**src/rtl/gf_pkg.sv**
```systemverilog
// Galois-field constants, types and helpers shared by the RS decoder blocks.
// Holds the field parameters, the syndrome root count/offset, the syndrome FSM
// state type, and constant-evaluable GF(2^m) multiply / power-of-alpha helpers.
package gf_pkg;

  localparam int SYMB_WIDTH = 8;
  localparam int POLY       = 285;
  localparam int SYMB_NUM   = 1 << SYMB_WIDTH;
  localparam int K_LEN      = 255;
  localparam int N_LEN      = 239;
  localparam int ROOTS_NUM  = K_LEN - N_LEN;
  localparam int FCR        = 0;

  typedef logic [SYMB_WIDTH-1:0] symb_t;
  typedef symb_t synd_vec_t [ROOTS_NUM-1:0];
  typedef logic [ROOTS_NUM*SYMB_WIDTH-1:0] synd_flat_t;

  typedef enum logic {ACCUM, HOLD} synd_state_t;

  // Reduction term: the primitive polynomial without its x^SYMB_WIDTH bit.
  localparam symb_t POLY_LO = symb_t'(POLY);

  // Shift-and-add multiply. With one operand constant this folds into a pure
  // XOR network.
  function automatic symb_t gf_mult(input symb_t a, input symb_t b);
    symb_t p;
    symb_t aa;
    p  = '0;
    aa = a;
    for (int i = 0; i < SYMB_WIDTH; i++) begin
      if (b[i]) p = p ^ aa;
      aa = aa[SYMB_WIDTH-1] ? ((aa << 1) ^ POLY_LO) : (aa << 1);
    end
    return p;
  endfunction

  function automatic symb_t alpha_to_symb(input int unsigned e);
    symb_t s;
    s = symb_t'(1);
    for (int unsigned i = 0; i < e; i++) s = gf_mult(s, symb_t'(2));
    return s;
  endfunction

  // Root j (alpha^(FCR+j)) lands in bits [j*SYMB_WIDTH +: SYMB_WIDTH].
  function automatic synd_flat_t gen_root_consts();
    synd_flat_t r;
    r = '0;
    for (int j = 0; j < ROOTS_NUM; j++)
      r[j*SYMB_WIDTH +: SYMB_WIDTH] = alpha_to_symb(unsigned'((FCR + j) % (SYMB_NUM - 1)));
    return r;
  endfunction

endpackage

```
**src/rtl/rs_synd_cell.sv**
```systemverilog
// One Horner accumulator evaluating the received polynomial at a fixed root.
// Ports: en (symbol accepted), first (restart with this symbol), din (symbol),
//        acc_nxt (value acc takes on an enabled edge), acc (current value).
module rs_synd_cell
  import gf_pkg::*;
#(
  parameter symb_t ROOT_SYMB = symb_t'(1)
) (
  input  logic                  clk,
  input  logic                  en,
  input  logic                  first,
  input  logic [SYMB_WIDTH-1:0] din,
  output logic [SYMB_WIDTH-1:0] acc_nxt,
  output logic [SYMB_WIDTH-1:0] acc
);

  // No reset needed: the first symbol of every codeword overwrites acc.
  assign acc_nxt = first ? din : (gf_mult(acc, ROOT_SYMB) ^ din);

  always_ff @(posedge clk) begin
    if (en) acc <= acc_nxt;
  end

endmodule

```
**src/rtl/rs_syndrome.sv**
```systemverilog
// Streaming RS syndrome calculator: one symbol per cycle in, one syndrome vector
// per codeword out. Ports: clk/rst (sync, active-high), s_valid/s_ready/s_data/
// s_last symbol stream, m_valid/m_ready/m_synd/m_err/m_len_err vector output.
module rs_syndrome
  import gf_pkg::*;
(
  input  logic                            clk,
  input  logic                            rst,
  input  logic                            s_valid,
  output logic                            s_ready,
  input  logic [SYMB_WIDTH-1:0]           s_data,
  input  logic                            s_last,
  output logic                            m_valid,
  input  logic                            m_ready,
  output logic [ROOTS_NUM*SYMB_WIDTH-1:0] m_synd,
  output logic                            m_err,
  output logic                            m_len_err
);

  localparam int CNT_W = $clog2(K_LEN + 1);
  localparam logic [CNT_W-1:0] CNT_MAX = CNT_W'(K_LEN);
  localparam logic [CNT_W-1:0] CNT_LAST = CNT_W'(K_LEN - 1);
  localparam synd_flat_t ROOT_CONSTS = gen_root_consts();

  synd_state_t state, state_nxt;
  logic        first;
  logic [CNT_W-1:0] count;
  logic        pend_len_err;
  logic        xfer;
  logic        out_free;
  logic        load_out;
  logic        from_hold;
  logic        len_bad;
  synd_vec_t   acc;
  synd_vec_t   acc_nxt;
  synd_flat_t  new_synd;
  logic        new_len_err;

  for (genvar j = 0; j < ROOTS_NUM; j++) begin : g_cell
    rs_synd_cell #(
      .ROOT_SYMB(ROOT_CONSTS[j*SYMB_WIDTH +: SYMB_WIDTH])
    ) u_cell (
      .clk    (clk),
      .en     (xfer),
      .first  (first),
      .din    (s_data),
      .acc_nxt(acc_nxt[j]),
      .acc    (acc[j])
    );
  end

  assign xfer     = s_valid && s_ready;
  assign out_free = !m_valid || m_ready;
  assign len_bad  = (count != CNT_LAST);

  always_comb begin
    state_nxt = state;
    s_ready   = 1'b0;
    load_out  = 1'b0;
    from_hold = 1'b0;
    case (state)
      ACCUM: begin
        s_ready = 1'b1;
        if (s_valid && s_last) begin
          if (out_free) load_out  = 1'b1;
          else          state_nxt = HOLD;
        end
      end
      HOLD: begin
        if (m_valid && m_ready) begin
          load_out  = 1'b1;
          from_hold = 1'b1;
          state_nxt = ACCUM;
        end
      end
      default: state_nxt = ACCUM;
    endcase
  end

  // Direct loads must include the symbol on this edge (acc_nxt); a held
  // codeword already sits in the accumulators.
  always_comb begin
    new_synd = '0;
    for (int j = 0; j < ROOTS_NUM; j++)
      new_synd[j*SYMB_WIDTH +: SYMB_WIDTH] = from_hold ? acc[j] : acc_nxt[j];
    new_len_err = from_hold ? pend_len_err : len_bad;
  end

  always_ff @(posedge clk) begin
    if (rst) begin
      state        <= ACCUM;
      first        <= 1'b1;
      count        <= '0;
      pend_len_err <= 1'b0;
      m_valid      <= 1'b0;
      m_synd       <= '0;
      m_err        <= 1'b0;
      m_len_err    <= 1'b0;
    end else begin
      state <= state_nxt;
      if (xfer) begin
        first <= s_last;
        if (s_last)              count <= '0;
        else if (count != CNT_MAX) count <= count + 1'b1;
        if (s_last) pend_len_err <= len_bad;
      end
      if (load_out) begin
        m_valid   <= 1'b1;
        m_synd    <= new_synd;
        m_err     <= |new_synd;
        m_len_err <= new_len_err;
      end else if (m_valid && m_ready) begin
        m_valid <= 1'b0;
      end
    end
  end

endmodule

```
**config.mk**
```make
export PLATFORM = sky130hd
export DESIGN_NAME = rs_syndrome
export DESIGN_NICKNAME = d
export VERILOG_FILES = /design/src/rtl/gf_pkg.sv /design/src/rtl/rs_synd_cell.sv /design/src/rtl/rs_syndrome.sv
export SDC_FILE = /design/constraint.sdc
export NUM_CORES = 1
export LEC_CHECK = 0
export ABC_AREA = 0
export CAP_MARGIN = 40
export CORE_MARGIN = 1.5
export CORE_UTILIZATION = 40
export DETAILED_ROUTE_END_ITERATION = 8
export PLACE_DENSITY = 0.66
export RECOVER_POWER = 50
export SYNTH_ARGS = -nofsm -noshare
export SYNTH_HDL_FRONTEND = slang
export SYNTH_SLANG_ARGS = --single-unit
```
**constraint.sdc**
```tcl
create_clock -name clk -period 6.7 [get_ports clk]
set_input_delay 1.34 -clock clk [delete_from_list [all_inputs] [get_ports clk]]
set_output_delay 1.34 -clock clk [all_outputs]
set_load 0.005 [all_outputs]
```
==> results.yml, run 1 <==
routing:
  routed_wl_mm: 56.8
  postRouteAntennaNets: 0
  drt-pass1-iter-count: 6
  dr.first_iter.drc_count: 1637
  detailroute.via_count: 14221
  post-route-drc-count: 0
  vias_per_cell: 5.70
  wl_per_cell_microns: 22.7
power:
  peakVddDrop_v: 0.000205
  switching_share: 0.334
  power_density_nw_per_um2: 278
  power.internal_mw: 3.54
  power_mw: 5.32
  switchingPower_mw: 1.78
  combPwrFrac: 0.282
  pwr-share-clk: 0.313
  p_leak_nw: 7.15
  p_seq_frac: 0.405
place:
  place_area_sq_um: 18200
  post-place-ws_ps: 1920
  port_buffers: 144
  dp_hpwl_mm: 39.3
  gp_congestion: 0.942
synthesis:
  synth_edf_count: 128
  synth.top_cell.area_share: 0.233
  synth_area_leader_cell: "edfxtp_1"
  yosysUniqueCellTypes: 71
  synth-seq-cells: 270
  async_flop_share: 0
  synth.area.top_cells: "edfxtp_1 (23%), dfxtp_1 (17%), xnor2_1 (12%)"
  syn_inst: 1887
  seq_area_frac_synth: 0.406
  synth_area_per_cell_sq_um: 8.74
  yosysWarningCount: 0
  netlist_area_sq_um: 16500
  synth_ff_type: "dfxtp_1"
  synth_nets: 1902
floorplan:
  start_util: 0.405
  die_h_microns: 206
  die_area_sq_um: 42400
  rows: 74
  die_w_microns: 206
  ios: 145
  coreArea_sq_um: 40700
sta:
  relSlewSlack: -0.394
  rsz0062_at_grt: "false"
  fmax_ghz: 0.185
  tightest_slew_ps: 2090
  final-hold-violation-count: 0
  holdWs_ps: 450
  timing.final.crit_share: 0.809
  worst_slack_ps: 1280
  finalSetupViolations: 0
  period_minus_slack_ps: 5420
  drv_slew: 157
  totalNegativeSetupSlack_ps: 0
  worst_clock_skew_ps: 20.5
critical_path:
  cp-startpoint: "s_data[5]"
  max_stage_delay_ps: 920
  crit_arrival_ps: 5870
  cp.required_ps: 7150
  crit_path_end: "m_err$_SDFFE_PP0P_"
  reg2reg_slack_ps: 1840
  cpMostUsedCell: "nor4_1"
  reg2reg_from: "first$_SDFFE_PP1P_"
  critical_path.cell_chain: "dlygate4sd3_1 -> clkbuf_1 -> inv_1 -> nor2_1 -> a21oi_1 -> nor4_1 -> o2111ai_1 -> nor4_1 -> a31oi_1"
  start_kind: "primary input"
  crit_type: "primary input to register"
  reg2regPathDepth: 9
  regToRegEndpoint: "m_err$_SDFFE_PP0P_"
  slowest_stage: "inv_1"
  worst-path-max-fanout: 19
  cp-end-kind: "register"
grt:
  grt_antenna_before_repair: 0
  grt_max_degree: 88
  grt_pass1_vias: 13279
  grt_remaining_overflow: 0
  grt_pass1_wl_mm: 84.2
  grtUsageTotal: 0.266
clock_tree:
  path_clk_slew_ps: 60
  cts_buffers: 31
  cts_num_sinks: 270
  hold_buffers: 0
  cts_setup_buffers: 0
  clock_latency_ps: 600
  cts_tree: "built"
  root_buffer: "clkbuf_16"
  htreeDepth: 1
  cts-resized-gates: 0
  clockBufferDepth: 3
final_layout:
  area_growth_pct: 16.1
  diodes: 0
  layout.cells.most_common: "nor2_1"
  nets: 1955
  reg_top3: "g_cell.u_cell.acc: 128 flops, m_synd: 128 flops, count: 8 flops"
  layout-drive-gt1-share: 0.0520
  final_cell_mix: "nor2_1 (340), xnor2_1 (217), a21oi_1 (160), dfxtp_1 (142), edfxtp_1 (128)"
  finalInstanceArea_sq_um: 19100
job:
  maxCapViolCount: 6
worst_hold_path:
  hp-class: "register to register"
outcome:
  status: "finished, violations left"
  violations: "capacitance limit, slew limit"
[Yosys cell counts, drive strengths merged, types with 6 or more instances]
cell and number:
o22ai 15, a21oi 161, nand2 128, xnor2 219, o21a 20, xnor3 32, mux2 11, clkbuf 87
xor2 49, nor2b 40, nand4 13, nand3 25, nor3 64, or2 6, edfxtp 128, dfxtp 142
and3 12, inv 61, o211ai 14, nor2 341, buf 71, mux2i 41, and2 6, nand2b 9
nor4 26, o221ai 7, or3 14, o21ai 51, a31oi 8, a211oi 35, o22a 6
[routing by layer]
layer | vias up | global-route usage | routed length, microns
li1 | 6543 | - | -
met1 | 6744 | 0.363 | 23600
met2 | 759 | 0.400 | 24700
met3 | 175 | 0.0465 | 5270
met4 | 0 | 0.138 | 3140
met5 | - | 0 | 0
[metrics by stage]
stage | instances | utilization
6_report | 2495 | 0.470
5_1_grt | 2495 | 0.470
4_1_cts | 2495 | 0.471
3_5_place_dp | 2439 | 0.448
3_3_place_gp | 2435 | 0.446
2_1_floorplan | 1887 | -
[how the worst min path moves through the flow]
| stage | start | to | slack, ps | cells past startpoint |
|---|---|---|---|---|
| after global placement | m_synd[94]$_SDFFE_PP0P_ | m_synd[94]$_SDFFE_PP0P_ | 440 | 2 |
| after global routing | m_synd[73]$_SDFFE_PP0P_ | m_synd[73]$_SDFFE_PP0P_ | 480 | 2 |
| final | m_synd[94]$_SDFFE_PP0P_ | m_synd[94]$_SDFFE_PP0P_ | 450 | 2 |
| after floorplan | m_synd[112]$_SDFFE_PP0P_ | m_synd[112]$_SDFFE_PP0P_ | 450 | 2 |
| after detailed placement | m_synd[94]$_SDFFE_PP0P_ | m_synd[94]$_SDFFE_PP0P_ | 440 | 2 |
| after CTS | m_synd[94]$_SDFFE_PP0P_ | m_synd[94]$_SDFFE_PP0P_ | 450 | 2 |
[critical path, delay by kind of cell]
kind	cells	cell delay, ps
buffers and inverters	3	2300
and+or+nand+nor	3	1590
AOI/OAI and AO/OA	3	610
[cells by family after synthesis]
kind of cell | after synthesis | synth area share
XOR/XNOR | 301 | 0.190
multiplexers | 52 | 0.0324
AO/OA/AOI/OAI | 349 | 0.129
adder cells (fa/ha/maj) | 2 | 0.00152
flip-flops | 270 | 0.406
AND/OR/NAND/NOR | 692 | 0.186
buffers and inverters | 221 | 0.0557
[power groups by stage]
stage,clock network [mW],registers [mW],logic (mW)
finish,1.66,2.16,1.50
global route,1.74,2.18,1.62
CTS,1.69,2.15,1.50
detailed placement,0,2.18,1.49
global placement,0,2.19,1.45
floorplan,0,2.05,1.12
[cell type report]
cell class,instances,area [sq um]
well taps,532,666
multi-input cells,1396,8910
fillers,3930,21600
clock inverters,14,130
repair buffers,178,1680
flip-flops and latches,270,6690
clock buffers,42,827
inverters,63,239
No activity file was read; power rests on OpenSTA's default activity.
==> run 2: changes to the inputs <==
- PLACE_DENSITY: 0.66 -> 0.68
- clock period: 6.7 -> 4.6 ns (I/O delays scaled with it)
==> results.yml, run 2 (same netlist as run 1, synthesis figures left out) <==
sta:
  relSlewSlack: -1.16
  rsz0062_at_grt: "false"
  timing.final.crit_share: 0.862
  drv_slew: 125
  period_minus_slack_ps: 3960
  worst_slack_ps: 635
  fmax_ghz: 0.252
  final-hold-violation-count: 0
  tightest_slew_ps: 3240
  finalSetupViolations: 0
  worst_clock_skew_ps: 17.8
  totalNegativeSetupSlack_ps: 0
power:
  power_mw: 8.17
  power_density_nw_per_um2: 419
  peakVddDrop_v: 0.000300
  p_leak_nw: 7.31
clock_tree:
  cts_tree: "built"
  htreeDepth: 1
  cts-resized-gates: 0
  path_clk_slew_ps: 60
  clockBufferDepth: 3
  cts_num_sinks: 270
  cts_setup_buffers: 0
  clock_latency_ps: 590
  cts_buffers: 31
  hold_buffers: 0
  root_buffer: "clkbuf_16"
place:
  port_buffers: 144
  gp_congestion: 0.977
  post-place-ws_ps: 631
  dp_hpwl_mm: 42.4
floorplan:
  start_util: 0.405
  coreArea_sq_um: 40700
  die_area_sq_um: 42400
  rows: 74
  ios: 145
  die_h_microns: 206
  die_w_microns: 206
final_layout:
  final_cell_mix: "nor2_1 (340), xnor2_1 (217), a21oi_1 (160), dfxtp_1 (142), edfxtp_1 (128)"
  reg_top3: "g_cell.u_cell.acc: 128 flops, m_synd: 128 flops, count: 8 flops"
  layout.cells.most_common: "nor2_1"
  fin_util: 0.479
  layout-drive-gt1-share: 0.0674
  register_area_sq_um: 6690
  fill_cells: 3832
  diodes: 0
  area_growth_pct: 18.4
  nets: 1978
  multi_input_area_sq_um: 8900
grt:
  grtUsageTotal: 0.277
  grt_pass1_vias: 13521
  grt_antenna_before_repair: 0
  grt_pass1_wl_mm: 87.5
  grt_remaining_overflow: 0
  grt_max_degree: 169
worst_hold_path:
  hp-class: "register to register"
routing:
  post-route-drc-count: 0
  routed_wl_mm: 58.6
  vias_per_cell: 5.68
  drt-pass1-iter-count: 6
  dr.first_iter.drc_count: 1648
  wl_per_cell_microns: 23.3
  postRouteAntennaNets: 0
  detailroute.via_count: 14319
critical_path:
  crit_arrival_ps: 4420
  start_kind: "primary input"
  worst-path-max-fanout: 14
  cp-end-kind: "register"
  cp.required_ps: 5060
  crit_type: "primary input to register"
outcome:
  violations: "capacitance limit, slew limit"
  status: "finished, violations left"
job:
  maxCapViolCount: 3
-- run 2: worst max-delay path: stages --
cell and delay, ps:
dlygate4sd3_1 660, clkinv_1 70, clkbuf_1 1040, xnor2_1 450, nor3_1 490, o2111ai_1 220
nor4_1 420, a31oi_1 130
-- run 2: path summary, 6_finish.rpt --
path,startpoint,to,slack [ps],cells past startpoint
setup reg to reg,state$_SDFF_PP0_,g_cell[13].u_cell.acc[0]$_DFFE_PP_,1150,6
hold reg to reg,m_synd[78]$_SDFFE_PP0P_,m_synd[78]$_SDFFE_PP0P_,460,2
setup / recovery,s_data[2],m_err$_SDFFE_PP0P_,640,8
hold / removal,m_synd[78]$_SDFFE_PP0P_,m_synd[78]$_SDFFE_PP0P_,460,2
-- run 2: final cells by class --
class / count / share of cell area
well taps: 532 / 0.0341
clock inverters: 22 / 0.0149
inverters: 63 / 0.0122
repair buffers: 201 / 0.0980
multi-input cells: 1396 / 0.456
clock buffers: 35 / 0.0427
flip-flops and latches: 270 / 0.342
-- run 2: report_power, final --
group / internal, mW / switching, mW / leakage (nW)
logic: 1.02 / 1.25 / 4.35
registers: 2.80 / 0.347 / 2.42
clock network: 1.64 / 1.10 / 0.544
-- run 2: per-stage QoR --
stage | instance area (sq um) | hold WS [ps] | cells
6_report | 19500 | 457 | 2519
5_1_grt | 19500 | 475 | 2519
4_1_cts | 19600 | 462 | 2519
3_5_place_dp | 18500 | 455 | 2462
3_3_place_gp | 18400 | 449 | 2459
2_1_floorplan | 16500 | 448 | 1887
-- run 2: per-layer routing --
layer	GRT usage	vias to the layer above	wire [microns]
li1	-	6601	-
met1	0.378	6887	24100
met2	0.428	696	26300
met3	0.0487	135	5500
met4	0.126	0	2780
met5	0	-	0
